$ cat config.mk
export PLATFORM = sky130hd
export DESIGN_NAME = operand_fetch
export DESIGN_NICKNAME = d
export VERILOG_FILES = /design/src/rtl/riscv_pkg.sv /design/src/rtl/imm_gen.sv /design/src/rtl/operand_fetch.sv
export SDC_FILE = /design/constraint.sdc
export NUM_CORES = 1
export LEC_CHECK = 0
export BUFFER_PORTS_ARGS = -buffer_cell sky130_fd_sc_hd__buf_2
export CAP_MARGIN = 20
export CORE_ASPECT_RATIO = 1.4
export CORE_MARGIN = 5
export CORE_UTILIZATION = 46
export DETAILED_ROUTE_END_ITERATION = 6
export PLACE_DENSITY = 0.89
export REMOVE_ABC_BUFFERS = 1
export SETUP_SLACK_MARGIN = 0.15
export SLEW_MARGIN = 20
export SYNTH_ARGS = -nofsm -noshare
export SYNTH_HDL_FRONTEND = slang
export SYNTH_SLANG_ARGS = --single-unit
$ cat constraint.sdc
create_clock -name clk -period 2.7 [get_ports clk]
set_input_delay 0.27 -clock clk [delete_from_list [all_inputs] [get_ports clk]]
set_output_delay 0.27 -clock clk [all_outputs]
set_load 0.005 [all_outputs]
$ cat src/rtl/riscv_pkg.sv
// ---------------------------------------------------------------------------
// riscv_pkg
// Shared RV32I decode definitions for the operand-fetch stage:
//   opcode_e    - major opcodes recognised by the decoder
//   imm_type_e  - immediate format selector driven into imm_gen
//   *_LSB/_W    - instruction field slice positions and widths
// ---------------------------------------------------------------------------
package riscv_pkg;

    localparam int unsigned INSTR_W     = 32;
    localparam int unsigned OPC_LSB     = 0;
    localparam int unsigned OPC_W       = 7;
    localparam int unsigned RD_LSB      = 7;
    localparam int unsigned F3_LSB      = 12;
    localparam int unsigned F3_W        = 3;
    localparam int unsigned RS1_LSB     = 15;
    localparam int unsigned RS2_LSB     = 20;
    localparam int unsigned F7_LSB      = 25;
    localparam int unsigned F7_W        = 7;
    localparam int unsigned REG_FIELD_W = 5;

    typedef enum logic [6:0] {
        OPC_OP     = 7'b0110011,
        OPC_OP_IMM = 7'b0010011,
        OPC_LOAD   = 7'b0000011,
        OPC_STORE  = 7'b0100011,
        OPC_BRANCH = 7'b1100011,
        OPC_JAL    = 7'b1101111,
        OPC_JALR   = 7'b1100111,
        OPC_LUI    = 7'b0110111,
        OPC_AUIPC  = 7'b0010111,
        OPC_SYSTEM = 7'b1110011
    } opcode_e;

    typedef enum logic [2:0] {
        IMM_NONE,
        IMM_I,
        IMM_S,
        IMM_B,
        IMM_U,
        IMM_J
    } imm_type_e;

endpackage

$ cat src/rtl/imm_gen.sv
// ---------------------------------------------------------------------------
// imm_gen
// Combinational RV32I immediate generator.
//   i_instr  in  [31:7]      instruction word above the opcode field
//   i_type   in  imm_type_e  immediate format
//   o_imm    out DATA_WIDTH  sign-extended immediate (0 for IMM_NONE)
// ---------------------------------------------------------------------------
module imm_gen
    import riscv_pkg::*;
#(
    parameter int unsigned DATA_WIDTH = 32
) (
    input  logic [31:7]           i_instr,
    input  imm_type_e             i_type,
    output logic [DATA_WIDTH-1:0] o_imm
);

    logic [31:0] w_imm32;

    always_comb begin
        w_imm32 = '0;
        case (i_type)
            IMM_I: w_imm32 = {{20{i_instr[31]}}, i_instr[31:20]};
            IMM_S: w_imm32 = {{20{i_instr[31]}}, i_instr[31:25], i_instr[11:7]};
            IMM_B: w_imm32 = {{19{i_instr[31]}}, i_instr[31], i_instr[7],
                              i_instr[30:25], i_instr[11:8], 1'b0};
            IMM_U: w_imm32 = {i_instr[31:12], 12'b0};
            IMM_J: w_imm32 = {{11{i_instr[31]}}, i_instr[31], i_instr[19:12],
                              i_instr[20], i_instr[30:21], 1'b0};
            default: w_imm32 = '0;
        endcase
    end

    // Signed size cast sign-extends when DATA_WIDTH exceeds 32.
    assign o_imm = DATA_WIDTH'($signed(w_imm32));

endmodule

$ cat src/rtl/operand_fetch.sv
// ---------------------------------------------------------------------------
// operand_fetch
// Decode / operand-fetch stage. Decodes an RV32I word, drives register-file
// read addresses, tracks in-flight destinations in a busy scoreboard,
// stalls on RAW/WAW hazards, bypasses same-cycle writeback data and
// registers one decoded op for execute behind a valid/ready handshake.
// Ports:
//   clk, reset_n                     clock, async active-low reset
//   in_valid/in_ready/in_instr/in_pc upstream handshake and instruction
//   rs1_addr/rs2_addr                register-file read addresses (comb)
//   rs1_data/rs2_data                register-file read data (pre-write)
//   wb_en/wb_addr/wb_data            writeback commit
//   flush                            kill the op held in the output register
//   out_valid/out_ready              downstream handshake
//   out_pc, out_rs1_val, out_rs2_val, out_imm, out_rd, out_rd_we,
//   out_opcode, out_funct3, out_funct7   registered decoded op
// ---------------------------------------------------------------------------
module operand_fetch
    import riscv_pkg::*;
#(
    parameter int unsigned DATA_WIDTH = 32,
    parameter int unsigned ADDR_WIDTH = 5
) (
    input  logic                  clk,
    input  logic                  reset_n,
    input  logic                  in_valid,
    output logic                  in_ready,
    input  logic [31:0]           in_instr,
    input  logic [DATA_WIDTH-1:0] in_pc,
    output logic [ADDR_WIDTH-1:0] rs1_addr,
    output logic [ADDR_WIDTH-1:0] rs2_addr,
    input  logic [DATA_WIDTH-1:0] rs1_data,
    input  logic [DATA_WIDTH-1:0] rs2_data,
    input  logic                  wb_en,
    input  logic [ADDR_WIDTH-1:0] wb_addr,
    input  logic [DATA_WIDTH-1:0] wb_data,
    input  logic                  flush,
    output logic                  out_valid,
    input  logic                  out_ready,
    output logic [DATA_WIDTH-1:0] out_pc,
    output logic [DATA_WIDTH-1:0] out_rs1_val,
    output logic [DATA_WIDTH-1:0] out_rs2_val,
    output logic [DATA_WIDTH-1:0] out_imm,
    output logic [ADDR_WIDTH-1:0] out_rd,
    output logic                  out_rd_we,
    output logic [6:0]            out_opcode,
    output logic [2:0]            out_funct3,
    output logic [6:0]            out_funct7
);

    localparam int unsigned DEPTH = 1 << ADDR_WIDTH;

    // Field slices
    logic [OPC_W-1:0]      w_opcode;
    logic [ADDR_WIDTH-1:0] w_rs1;
    logic [ADDR_WIDTH-1:0] w_rs2;
    logic [ADDR_WIDTH-1:0] w_rd;

    assign w_opcode = in_instr[OPC_LSB +: OPC_W];
    assign w_rs1    = ADDR_WIDTH'(in_instr[RS1_LSB +: REG_FIELD_W]);
    assign w_rs2    = ADDR_WIDTH'(in_instr[RS2_LSB +: REG_FIELD_W]);
    assign w_rd     = ADDR_WIDTH'(in_instr[RD_LSB  +: REG_FIELD_W]);
    assign rs1_addr = w_rs1;
    assign rs2_addr = w_rs2;

    // Decode
    logic      w_rs1_used;
    logic      w_rs2_used;
    logic      w_dec_we;
    logic      w_rd_we;
    imm_type_e w_imm_type;

    always_comb begin
        w_rs1_used = 1'b0;
        w_rs2_used = 1'b0;
        w_dec_we   = 1'b0;
        w_imm_type = IMM_NONE;
        case (w_opcode)
            OPC_OP: begin
                w_rs1_used = 1'b1;
                w_rs2_used = 1'b1;
                w_dec_we   = 1'b1;
            end
            OPC_OP_IMM, OPC_LOAD, OPC_JALR, OPC_SYSTEM: begin
                w_rs1_used = 1'b1;
                w_dec_we   = 1'b1;
                w_imm_type = IMM_I;
            end
            OPC_STORE: begin
                w_rs1_used = 1'b1;
                w_rs2_used = 1'b1;
                w_imm_type = IMM_S;
            end
            OPC_BRANCH: begin
                w_rs1_used = 1'b1;
                w_rs2_used = 1'b1;
                w_imm_type = IMM_B;
            end
            OPC_JAL: begin
                w_dec_we   = 1'b1;
                w_imm_type = IMM_J;
            end
            OPC_LUI, OPC_AUIPC: begin
                w_dec_we   = 1'b1;
                w_imm_type = IMM_U;
            end
            // Unknown opcodes travel as no-ops so execute can trap on them.
            default: ;
        endcase
    end

    assign w_rd_we = w_dec_we && (w_rd != '0);

    logic [DATA_WIDTH-1:0] w_imm;

    imm_gen #(
        .DATA_WIDTH (DATA_WIDTH)
    ) u_imm_gen (
        .i_instr (in_instr[31:7]),
        .i_type  (w_imm_type),
        .o_imm   (w_imm)
    );

    // Scoreboard, hazard and bypass
    logic [DEPTH-1:0] r_busy;
    logic [DEPTH-1:0] w_busy_nxt;
    logic             w_byp1;
    logic             w_byp2;
    logic             w_raw1;
    logic             w_raw2;
    logic             w_waw;
    logic             w_hazard;
    logic             w_accept;

    logic                  r_out_valid;
    logic [DATA_WIDTH-1:0] r_out_pc;
    logic [DATA_WIDTH-1:0] r_out_rs1_val;
    logic [DATA_WIDTH-1:0] r_out_rs2_val;
    logic [DATA_WIDTH-1:0] r_out_imm;
    logic [ADDR_WIDTH-1:0] r_out_rd;
    logic                  r_out_rd_we;
    logic [6:0]            r_out_opcode;
    logic [2:0]            r_out_funct3;
    logic [6:0]            r_out_funct7;

    assign w_byp1 = wb_en && (wb_addr == w_rs1) && (w_rs1 != '0);
    assign w_byp2 = wb_en && (wb_addr == w_rs2) && (w_rs2 != '0);

    // A writeback landing this cycle resolves the RAW dependency via bypass.
    assign w_raw1   = w_rs1_used && (w_rs1 != '0) && r_busy[w_rs1] && !w_byp1;
    assign w_raw2   = w_rs2_used && (w_rs2 != '0) && r_busy[w_rs2] && !w_byp2;
    assign w_waw    = w_rd_we && r_busy[w_rd];
    assign w_hazard = w_raw1 || w_raw2 || w_waw;

    assign in_ready = (!r_out_valid || out_ready) && !w_hazard && !flush;
    assign w_accept = in_valid && in_ready;

    logic [DATA_WIDTH-1:0] w_rs1_val;
    logic [DATA_WIDTH-1:0] w_rs2_val;

    always_comb begin
        w_rs1_val = '0;
        w_rs2_val = '0;
        if (w_rs1_used && (w_rs1 != '0)) begin
            w_rs1_val = w_byp1 ? wb_data : rs1_data;
        end
        if (w_rs2_used && (w_rs2 != '0)) begin
            w_rs2_val = w_byp2 ? wb_data : rs2_data;
        end
    end

    // Set is applied last so an accept and a writeback to the same index
    // leave the entry busy. Flush and accept never coincide.
    always_comb begin
        w_busy_nxt = r_busy;
        if (wb_en) begin
            w_busy_nxt[wb_addr] = 1'b0;
        end
        if (flush && r_out_valid && r_out_rd_we) begin
            w_busy_nxt[r_out_rd] = 1'b0;
        end
        if (w_accept && w_rd_we) begin
            w_busy_nxt[w_rd] = 1'b1;
        end
        w_busy_nxt[0] = 1'b0;
    end

    always_ff @(posedge clk or negedge reset_n) begin
        if (!reset_n) begin
            r_busy <= '0;
        end else begin
            r_busy <= w_busy_nxt;
        end
    end

    // Output pipeline register
    always_ff @(posedge clk or negedge reset_n) begin
        if (!reset_n) begin
            r_out_valid   <= 1'b0;
            r_out_pc      <= '0;
            r_out_rs1_val <= '0;
            r_out_rs2_val <= '0;
            r_out_imm     <= '0;
            r_out_rd      <= '0;
            r_out_rd_we   <= 1'b0;
            r_out_opcode  <= '0;
            r_out_funct3  <= '0;
            r_out_funct7  <= '0;
        end else if (w_accept) begin
            r_out_valid   <= 1'b1;
            r_out_pc      <= in_pc;
            r_out_rs1_val <= w_rs1_val;
            r_out_rs2_val <= w_rs2_val;
            r_out_imm     <= w_imm;
            r_out_rd      <= w_rd;
            r_out_rd_we   <= w_rd_we;
            r_out_opcode  <= w_opcode;
            r_out_funct3  <= in_instr[F3_LSB +: F3_W];
            r_out_funct7  <= in_instr[F7_LSB +: F7_W];
        end else if (flush || out_ready) begin
            r_out_valid   <= 1'b0;
        end
    end

    assign out_valid   = r_out_valid;
    assign out_pc      = r_out_pc;
    assign out_rs1_val = r_out_rs1_val;
    assign out_rs2_val = r_out_rs2_val;
    assign out_imm     = r_out_imm;
    assign out_rd      = r_out_rd;
    assign out_rd_we   = r_out_rd_we;
    assign out_opcode  = r_out_opcode;
    assign out_funct3  = r_out_funct3;
    assign out_funct7  = r_out_funct7;

endmodule
# Yosys cells after proc, flatten, opt, wreduce, memory -nomap -nowiden
# Index checks and enable logic that the tools add are counted.
[totals] reg_bits=183 latchBits=0 ram_bits=0 mem_bits_ro=0 elab_cells=106 mem_count=0
[classes] addsub=0 multipliers=0 div_mod_pow=0 order_cmp=8 n_eq_ne=17 shifts=0 muxes=26 n_bitwise=5 reduce_logical=39
[op_table] operator="2-to-1 mux 32 bit" count=7
[op_table] operator="case mux 32 bit (5 select lines)" count=1
[op_table] operator="bitwise AND 32 bit" count=2
[op_table] operator="NOT 32 bit" count=2
[op_table] operator="bitwise OR 32 bit" count=1
[op_table] operator="< comparator 5 x 6 -> 1 bit (second input constant)" count=5
[op_table] operator="equality test 7 bit (second input constant)" count=4
[op_table] operator="equality test 7 x 6 -> 1 bit (second input constant)" count=3
[op_table] operator="logical AND 1 bit" count=21
[op_table] operator="binary-select mux 1 bit (select 5 bit)" count=3
[op_table] operator="demux 1 bit (select 5 bit)" count=3
[op_table] operator="greater-or-equal comparator 5 x 1 -> 1 bit (second input constant)" count=3
[op_table] operator="case mux 3 bit (5 select lines)" count=1
[op_table] operator="nonzero test 5 bit" count=3
[op_table] operator="equality test 7 x 5 -> 1 bit (second input constant)" count=2
[op_table] operator="2-to-1 mux 1 bit" count=11
[op_table] operator="equality test 5 bit" count=2
[op_table] operator="OR reduction 8 bit" count=1
[op_table] operator="equality test 7 x 2 -> 1 bit (second input constant)" count=1
[op_table] operator="OR reduction 7 bit" count=1
[op_table] operator="equality test 3 x 2 -> 1 bit (second input constant)" count=2
[op_table] operator="equality test 3 bit (second input constant)" count=2
[op_table] operator="logical NOT 1 bit" count=5
[op_table] operator="logical OR 1 bit" count=4
[op_table] operator="other kinds (5)" count=5

# Logic depth before layout (Yosys ltp)
# Gate-level depths: netlist (run 1).
[logic_depth] depth_word=14 depth_mapped=12 mapped_depth_nobuf=7

# By module
# Synthesis (run 1) repeated with hierarchy kept, for this count alone.
[hier_totals] cells_unflattened=840 hier_area_um2=10511.3
[modules_own_cells] module="operand_fetch" n_inst=1 cells_each=774 area_each_um2=10121.0 seq_area_each_um2=4579.4
[modules_own_cells] module="imm_gen" n_inst=1 cells_each=66 area_each_um2=390.4 seq_area_each_um2=0.0

# Least setup slack after synthesis (run 1)
# Ideal clock, no wire load.
[synth_timing] path_type="input to register" start="input port in_instr[17]" end="register r_out_rd_we (netlist: out_rd_we)" setup_time_ps=128 arrival_time_ps=2633 slack_ps=-60 path_stages=9 n_path_buf=3 path_cell_list="buf_2 mux4_2 mux2_2 a221oi_1 o21ai_4 nor2_1 buf_4 buf_6 mux2_1"
[synth_between] elab_chain_cells=11 elab_cells_between_ends=16 classes_between="eq/ne: 1; mux: 2; reduce/logical: 13"
[synth_rtl] element="from (decl)" line_no="operand_fetch.sv:28" text="input logic [31:0] in_instr,"
[synth_rtl] element="branches (longest 4 deep; another with binary-select mux 1 bit (select 5 bit))"
[synth_rtl] element="logical AND 1 bit *" line_no="operand_fetch.sv:150" text="assign w_raw1 = w_rs1_used && (w_rs1 != '0) && r_busy[w_rs1] && !w_byp1;"
[synth_rtl] element="logical OR 1 bit * (2 in series)" line_no="operand_fetch.sv:153" text="assign w_hazard = w_raw1 || w_raw2 || w_waw;"
[synth_rtl] element="logical NOT 1 bit *" line_no="operand_fetch.sv:155" text="assign in_ready = (!r_out_valid || out_ready) && !w_hazard && !flush;"
[synth_rtl] element="logical AND 1 bit * (2 in series)" line_no="operand_fetch.sv:155"
[synth_rtl] element="logical AND 1 bit *" line_no="operand_fetch.sv:156" text="assign w_accept = in_valid && in_ready;"
[synth_rtl] element="to (signal assigned)" line_no="operand_fetch.sv:216" text="r_out_rd_we <= w_rd_we;"
[synth_rtl] element="to (decl)" line_no="operand_fetch.sv:141" text="logic r_out_rd_we;"
# Every way passes the cells marked *. The select of a mux whose other input is x is not followed.
# A chain may end at the register's enable or synchronous reset.

# Final worst setup path (run 1)
[layout_timing] start="register r_busy[19]" end="register r_out_pc[4] (netlist: out_pc[4])"
[layout_between] elab_chain_cells=10 elab_cells_between_ends=17 classes_between="mux: 6; reduce/logical: 11"
[layout_rtl] element="from (decl)" line_no="operand_fetch.sv:125" text="logic [DEPTH-1:0] r_busy;"
[layout_rtl] element="from (signal assigned)" line_no="operand_fetch.sv:192" text="r_busy <= w_busy_nxt;"
[layout_rtl] element="binary-select mux 1 bit (select 5 bit) (on tied branches)" line_no="operand_fetch.sv:150, operand_fetch.sv:151"
[layout_rtl] element="2-to-1 mux 1 bit (on tied branches)" line_no="operand_fetch.sv:150, operand_fetch.sv:151"
[layout_rtl] element="logical AND 1 bit (on tied branches) (2 in series)" line_no="operand_fetch.sv:150, operand_fetch.sv:151"
[layout_rtl] element="logical OR 1 bit" line_no="operand_fetch.sv:153"
[layout_rtl] element="logical OR 1 bit *" line_no="operand_fetch.sv:153"
[layout_rtl] element="logical NOT 1 bit *" line_no="operand_fetch.sv:155"
[layout_rtl] element="logical AND 1 bit * (2 in series)" line_no="operand_fetch.sv:155"
[layout_rtl] element="logical AND 1 bit *" line_no="operand_fetch.sv:156"
[layout_rtl] element="to (signal assigned)" line_no="operand_fetch.sv:211" text="r_out_pc <= in_pc;"
[layout_rtl] element="to (decl)" line_no="operand_fetch.sv:136" text="logic [DATA_WIDTH-1:0] r_out_pc;"
# Every way passes the cells marked *; elsewhere a longest branch is shown, timed or not. The select of a mux whose other input is x is not followed.

==> metrics.csv, run 1 <==
metric,value,unit
top-count cell post-synth,dfrtp_1,
Final Setup Violations,63,
number of global-route vias before repair,9912,
final hold slack,49.9,ps
Worst Max-Slew Pin Slew,759,ps
post-route design area,15000,sq um
Final Hold Viols,0,
skew final,17.5,ps
Peak Freq,363,MHz
"Clk pin slew, worst setup/hold paths",80,ps
drt first pass iters,5,
power per cell area,492,nW/um^2
Commonest cells post-synth,"183 x dfrtp_1, 99 x o21ai_0, 94 x mux2i_1",
syn_area_per_cell,10.9,sq um
Synth Flop Type,dfrtp_1,
Cells after DPL,1509,
grt peak-use layer,met2,
I/O pin count,334,
total number of vias,10200,
DR DRC count,0,
share of layout cells above drive strength 1,54.0,%
Yosys top cell by area,dfrtp_1,
DRT Wirelength,42.1,mm
CP Max Fanout,16,
dpl ws,-192,ps
GPL Wtd Cong,0.979,
Cells after Synth,921,
Setup crit end kind,flip-flop,
initial antenna violation count,2,
met3 Use GR,4.97,%
post-DR wirelength/cell,26.6,um
drt via density,6.43,
setup TNS,-932,ps
unrepaired setup endpoints after global routing,yes,
number of DRC markers in iteration 0,989,
die width,135,um
critical path's slowest cell,mux4_2,
crit path cell chain,mux4_2 -> o22ai_2 -> nor4_2 -> a221o_4 -> buf_6 -> nor2_4 -> buf_12 -> clkbuf_16 -> mux2_1,
area of the core,21300,sq um
grt total ovfl,0,
first-pass GRT wire length,55.6,mm
Worst EP required,3010,ps
Synth Warn #,0,
#FFs+latches synth,183,
met1 Usage GRT,32.9,%
Finished Core Util,70.6,%
share of the yosys chip area belonging to registers,45.8,%
Die Ht,184,um
Netlist cell types,59,
Fill cells,1458,
detailed placer's ending HPWL,26.9,mm
Bufs on Longest Clock Path,2,
Starting Density,47.0,%
Post-Syn Area,10000,sq um
clock tree from TritonCTS,yes,
H-tree depth,4,
Area contributors post-synth,"dfrtp_1 46%, mux2i_1 9.4%, o41ai_1 5.6%",
Power Total,7.40,mW
crit-path max cell delay,500,ps
Tot GR Track Use,28.8,%
fin cells,1584,
largest net degree at the start of global routing,79,
max_cap viols,0,
Worst Hold Class,in2reg,
leakage,7.53,nW
total CTS buffers,17,
Port Buf Inserts,333,
num rows,63,
worst vdd ir,415,uV
clock period minus worst slack,2760,ps
antenna-violating nets left,0,
Root Driver,clkbuf_16,
outcome,finished with violations,
Area Overhead vs Synth,50.4,%
Worst EP arrival,3060,ps
Clock Sinks,183,
asr flop ratio synth,100,%
worst path bufs/invs,3,
Nets,1480,
Startpoint Class,flip-flop,
worst slew slack as a fraction of its limit,49.4,%
final worst-path cycle share,102,%
critical path class,reg2reg,
Final WS setup,-55.6,ps
worst skew pair latency,440,ps
number of synthesized flops with an enable pin,0,
CP top delay family,multiplexers,
die footprint,24800,sq um
grt met2 use,50.2,%
max-slew violations,0,
failing checks,negative setup slack,
post-synth top area share,45.8,%
placed cell area,12400,sq um
-- path summary, 6_finish.rpt --
check,from,to,slack (ps),depth (start not counted)
worst max-delay path,r_busy[19]$_DFF_PN0_,out_pc[4]$_DFFE_PN0P_,-60,9
worst min-delay path,in_pc[6],out_pc[6]$_DFFE_PN0P_,50,2
worst max register to register,r_busy[19]$_DFF_PN0_,out_pc[4]$_DFFE_PN0P_,-60,9
max in group asynchronous,reset_n,out_rs1_val[27]$_DFFE_PN0P_,1620,3
min in group asynchronous,reset_n,out_funct3[1]$_DFFE_PN0P_,320,2
worst min register to register,out_funct7[6]$_DFFE_PN0P_,out_funct7[6]$_DFFE_PN0P_,490,1
-- cell usage in the layout, fill, tap and decap left out, types with 8 or more instances in the layout --
cell       count
a21oi_1       32
o21ai_2       33
buf_12        16
buf_16         8
buf_2        332
nand2_1       44
a41o_1        11
o21ai_0       30
clkbuf_16     30
nor2_1        33
o41ai_2       40
mux4_2        12
nand3_1       11
dfrtp_1      181
mux2_1        37
o41ai_4       23
inv_1         18
o21ai_4       23
buf_4         79
mux2i_1       94
mux2_2        24
nand3b_1       8
o21ai_1       14
a31o_2        20
mux2_4        13
buf_6         13
-- cell families (layout without fill, tap and decap cells) --
logic type,after synthesis,after routing,share of synthesized area (%)
xor+xnor,10,10,0.876
compound gates,281,281,19.6
other cells,0,2,0
simple gates,153,153,7.85
mux,180,180,20.5
flops,183,183,45.8
buf+inv,114,515,5.38
-- power breakdown --
part | leakage, nW | switching [mW] | internal (mW)
sequential | 2.42 | 0.185 | 2.95
clock | 0.298 | 1.23 | 1.37
combinational | 4.81 | 0.892 | 0.775
total | 7.53 | 2.30 | 5.10
-- registers in the layout, indices dropped and copies added (netlist names) --
signal	count
out_imm	32
out_valid	1
out_funct3	3
out_rs1_val	32
out_rs2_val	32
out_opcode	7
out_funct7	7
r_busy	31
out_pc	32
out_rd	5
out_rd_we	1
-- layer usage --
metal / part of all wire, % / routed length [um] / vias up
li1: - / - / 4283
met1: 35 / 14800 / 5044
met2: 51 / 21700 / 663
met3: 6.8 / 2860 / 189
met4: 6.6 / 2770 / 0
met5: 0 / 0 / -
-- area by class of cell --
type | instances | area [sq um] | share of cell area [%]
multi-input combinational | 624 | 6100 | 40.6
sequential | 183 | 4580 | 30.5
timing repair buffer | 465 | 3340 | 22.2
clock buffer | 19 | 453 | 3.01
tap | 260 | 325 | 2.16
clock inverter | 13 | 155 | 1.03
inverter | 18 | 67.6 | 0.450
antenna | 2 | 5.00 | 0.0333
-- repair_timing --
| action | in CTS | in global routing |
|---|---|---|
| resized for setup | 78 | 208 |
| setup buffers | 10 | 5 |
| setup endpoints to repair | 159 | 184 |
| pin swaps | 3 | 5 |
| hold buffers | 1 | 0 |
| cloned | 5 | 20 |
| hold endpoints to repair | 35 | 0 |
No activity file was read; power rests on OpenSTA's default activity.
==> inputs of run 2 (changes only) <==
--- a/config.mk
+++ b/config.mk
@@ -5,11 +5,12 @@
 export SDC_FILE = /design/constraint.sdc
 export NUM_CORES = 1
 export LEC_CHECK = 0
+export ABC_AREA = 1
 export BUFFER_PORTS_ARGS = -buffer_cell sky130_fd_sc_hd__buf_2
 export CAP_MARGIN = 20
 export CORE_ASPECT_RATIO = 1.4
 export CORE_MARGIN = 5
-export CORE_UTILIZATION = 46
+export CORE_UTILIZATION = 47
 export DETAILED_ROUTE_END_ITERATION = 6
 export PLACE_DENSITY = 0.89
 export REMOVE_ABC_BUFFERS = 1
==> run 2 against run 1 <==
  * The run now ends clean
  * Sequential cell count stayed put
  * Core utilization is 12 points lower
  * Cell count is 26% higher
  * Critical path type is now reg2out
  * Non-clock buffer count is 106 lower
  * Clock-buffer cell count is 1 higher
  * Clock skew is 8.0 ps lower
  * Maximum frequency is 12% higher
==> metrics.csv, run 2 <==
metric,value,unit,change
outcome,finished clean,,
die footprint,25900,sq um,+4.3%
Routed met1 length,12.9,mm,-13%
crit path cell chain,or2_2 -> nand2_1 -> o21ai_1 -> nand2_1 -> nor2_1 -> nand3_1 -> nand3_1 -> nor2_4 -> buf_2,,
worst vdd ir,484,uV,+17%
area of the core,22400,sq um,+5.5%
initial antenna violation count,2,,unchanged
num rows,65,,+3.2%
Worst EP arrival,2180,ps,-880 ps
Top Metal Used,met4,,
"most common cell after layout, fill and taps aside",nand2_1,,
number of global-route vias before repair,10500,,+6.2%
asr flop ratio synth,100,%,unchanged
H-tree depth,4,,unchanged
post-DR wirelength/cell,17.7,um,-33%
worst slew slack as a fraction of its limit,45.3,%,-4.0 points
Bufs on Longest Clock Path,2,,unchanged
total number of vias,11000,,+8.0%
largest net degree at the start of global routing,90,,+14%
Area contributors post-synth,"dfrtp_1 43%, nand2_1 17%, o21ai_2 8.2%",,
Peak Freq,408,MHz,+12%
Clock Sinks,183,,unchanged
GPL Wtd Cong,1.01,,+3.5%
clock tree from TritonCTS,yes,,
Synth Flop Type,dfrtp_1,,
max-slew violations,0,,unchanged
drt via density,5.51,,-14%
final hold slack,41.3,ps,-8.60 ps
metal3 WL,2.93,mm,+2.3%
clock period minus worst slack,2450,ps,-302 ps
Synth Warn #,0,,unchanged
Nets,1847,,+25%
Area Overhead vs Synth,22.3,%,
share of the yosys chip area belonging to registers,42.9,%,-2.9 points
number of DRC markers in iteration 0,906,,-8.4%
worst skew pair latency,440,ps,about the same
detailed placer's ending HPWL,26.6,mm,-1.3%
most frequent cells in the layout,"474 x nand2_1, 332 x buf_2, 183 x dfrtp_1",,
CTS resizes,0,,-100%
I/O pin count,334,,unchanged
Post-Syn Area,10700,sq um,+6.8%
syn_area_per_cell,7.69,sq um,-29%
max_cap viols,0,,unchanged
top-count cell post-synth,nand2_1,,
grt total ovfl,0,,unchanged
Setup crit end kind,primary output,,
CP Max Fanout,5,,-11
final worst-path cycle share,90.9,%,-11 points
#FFs+latches synth,183,,unchanged
total CTS buffers,17,,unchanged
skew final,9.44,ps,-8.05 ps
drt first pass iters,6,,+1
leakage,6.78,nW,-10%
Final Setup Violations,0,,-100%
post-synth top area share,42.9,%,-2.9 points
Final WS setup,246,ps,+302 ps
Netlist cell types,34,,-42%
Cells after Synth,1389,,+51%
critical path's slowest cell,dfrtp_1,,
fin cells,1993,,+26%
crit-path max cell delay,450,ps,-50 ps
first-pass GRT wire length,55.1,mm,-0.91%
DR DRC count,0,,unchanged
antenna-violating nets left,0,,unchanged
Commonest cells post-synth,"474 x nand2_1, 183 x dfrtp_1, 113 x inv_1",,
Tot GR Track Use,26.8,%,-2.1 points
Starting Density,47.6,%,+0.61 points
share of layout cells above drive strength 1,30.7,%,-23 points
Cells after DPL,1956,,+30%
Finished Core Util,58.2,%,-12 points
unrepaired setup endpoints after global routing,no,,
critical path class,reg2out,,
"Clk pin slew, worst setup/hold paths",70,ps,about the same
Yosys top cell by area,dfrtp_1,,
Startpoint Class,flip-flop,,
DRT Wirelength,35.3,mm,-16%
die width,137,um,+2.1%
worst path bufs/invs,1,,-2
Worst Hold Class,in2reg,,
Final Hold Viols,0,,unchanged
Worst EP required,2430,ps,-580 ps
number of synthesized flops with an enable pin,0,,unchanged
Port Buf Inserts,333,,unchanged
power per cell area,544,nW/um^2,+10%
Die Ht,188,um,+2.1%
DR WL met2,17.5,mm,-19%
dpl ws,345,ps,+537 ps
Worst Max-Slew Pin Slew,820,ps,+60.5 ps
Root Driver,clkbuf_16,,
CP top delay family,simple AND/OR/NAND/NOR gates,,
==> run 2: cell count changes after synthesis, sizes merged, moves of 23 or more <==
| cell | previous run | this run |
|---|---|---|
| nand4 | 3 | 34 |
| inv | 18 | 128 |
| mux2i | 94 | 0 |
| o221ai | 0 | 23 |
| nor2 | 36 | 84 |
| o211ai | 1 | 66 |
| nand3 | 11 | 91 |
| o41ai | 64 | 0 |
| buf | 37 | 66 |
| nand2 | 44 | 478 |
| mux2 | 74 | 0 |
| clkbuf | 59 | 25 |
| o21ai | 100 | 147 |
==> run 2: layout make-up <==
class	count	area (sq um)
clock buffers	20	467
flip-flops and latches	183	4580
diodes	3	7.51
well taps	301	377
clock inverters	12	159
repair buffers	359	1990
fillers	2040	9390
inverters	128	483
multi-input cells	987	5000
==> run 2: worst paths after layout <==
| kind | from | to | slack (ps) | depth (start not counted) |
|---|---|---|---|---|
| worst min register to register | out_pc[13]$_DFFE_PN0P_ | out_pc[13]$_DFFE_PN0P_ | 470 | 2 |
| worst max register to register | r_busy[2]$_DFF_PN0_ | out_pc[11]$_DFFE_PN0P_ | 340 | 12 |
| worst min-delay path | flush | out_valid$_DFFE_PN0P_ | 40 | 2 |
| max in group asynchronous | reset_n | out_pc[29]$_DFFE_PN0P_ | 1450 | 3 |
| min in group asynchronous | reset_n | out_pc[27]$_DFFE_PN0P_ | 430 | 2 |
| worst max-delay path | r_busy[2]$_DFF_PN0_ | in_ready | 250 | 9 |
==> run 2: per-layer routing <==
layer  track usage [%]  up-vias
li1                  -     5145
met1              31.9     5098
met2              44.4      605
met3              5.10      143
met4              15.5        0
met5                 0        -
==> run 2: power by group <==
| group | switching, mW | internal [mW] | total, mW |
|---|---|---|---|
| Sequential | 0.155 | 2.97 | 3.12 |
| Clock | 1.17 | 1.48 | 2.65 |
| Combinational | 0.835 | 0.493 | 1.33 |
| Total | 2.16 | 4.93 | 7.10 |
==> run 2: timing repair <==
| action | 4_1_cts | 5_1_grt |
|---|---|---|
| hold buffers | 1 | 0 |
| endpoints found under the hold margin | 86 | 0 |
| buffers inserted | 0 | 1 |
| endpoints found under the setup margin | 0 | 1 |
==> run 2: metrics by stage <==
step           power [mW]  setup TNS [ps]  instance area, sq um
2_1_floorplan        3.76         -487090                 10100
3_5_place_dp         4.49               0                 12400
5_1_grt              7.45               0                 13100
3_3_place_gp         4.45               0                 12400
6_report             7.10               0                 13100
4_1_cts              7.15               0                 13000
==> run 2: cell families (layout without fill, tap and decap cells) <==
kind of cell,count (synthesis),after routing,synth area share [%]
buf+inv,219,519,10.4
simple gates,710,710,27.7
xor+xnor,2,2,0.164
flops,183,183,42.9
compound gates,275,275,18.9
other cells,0,3,0
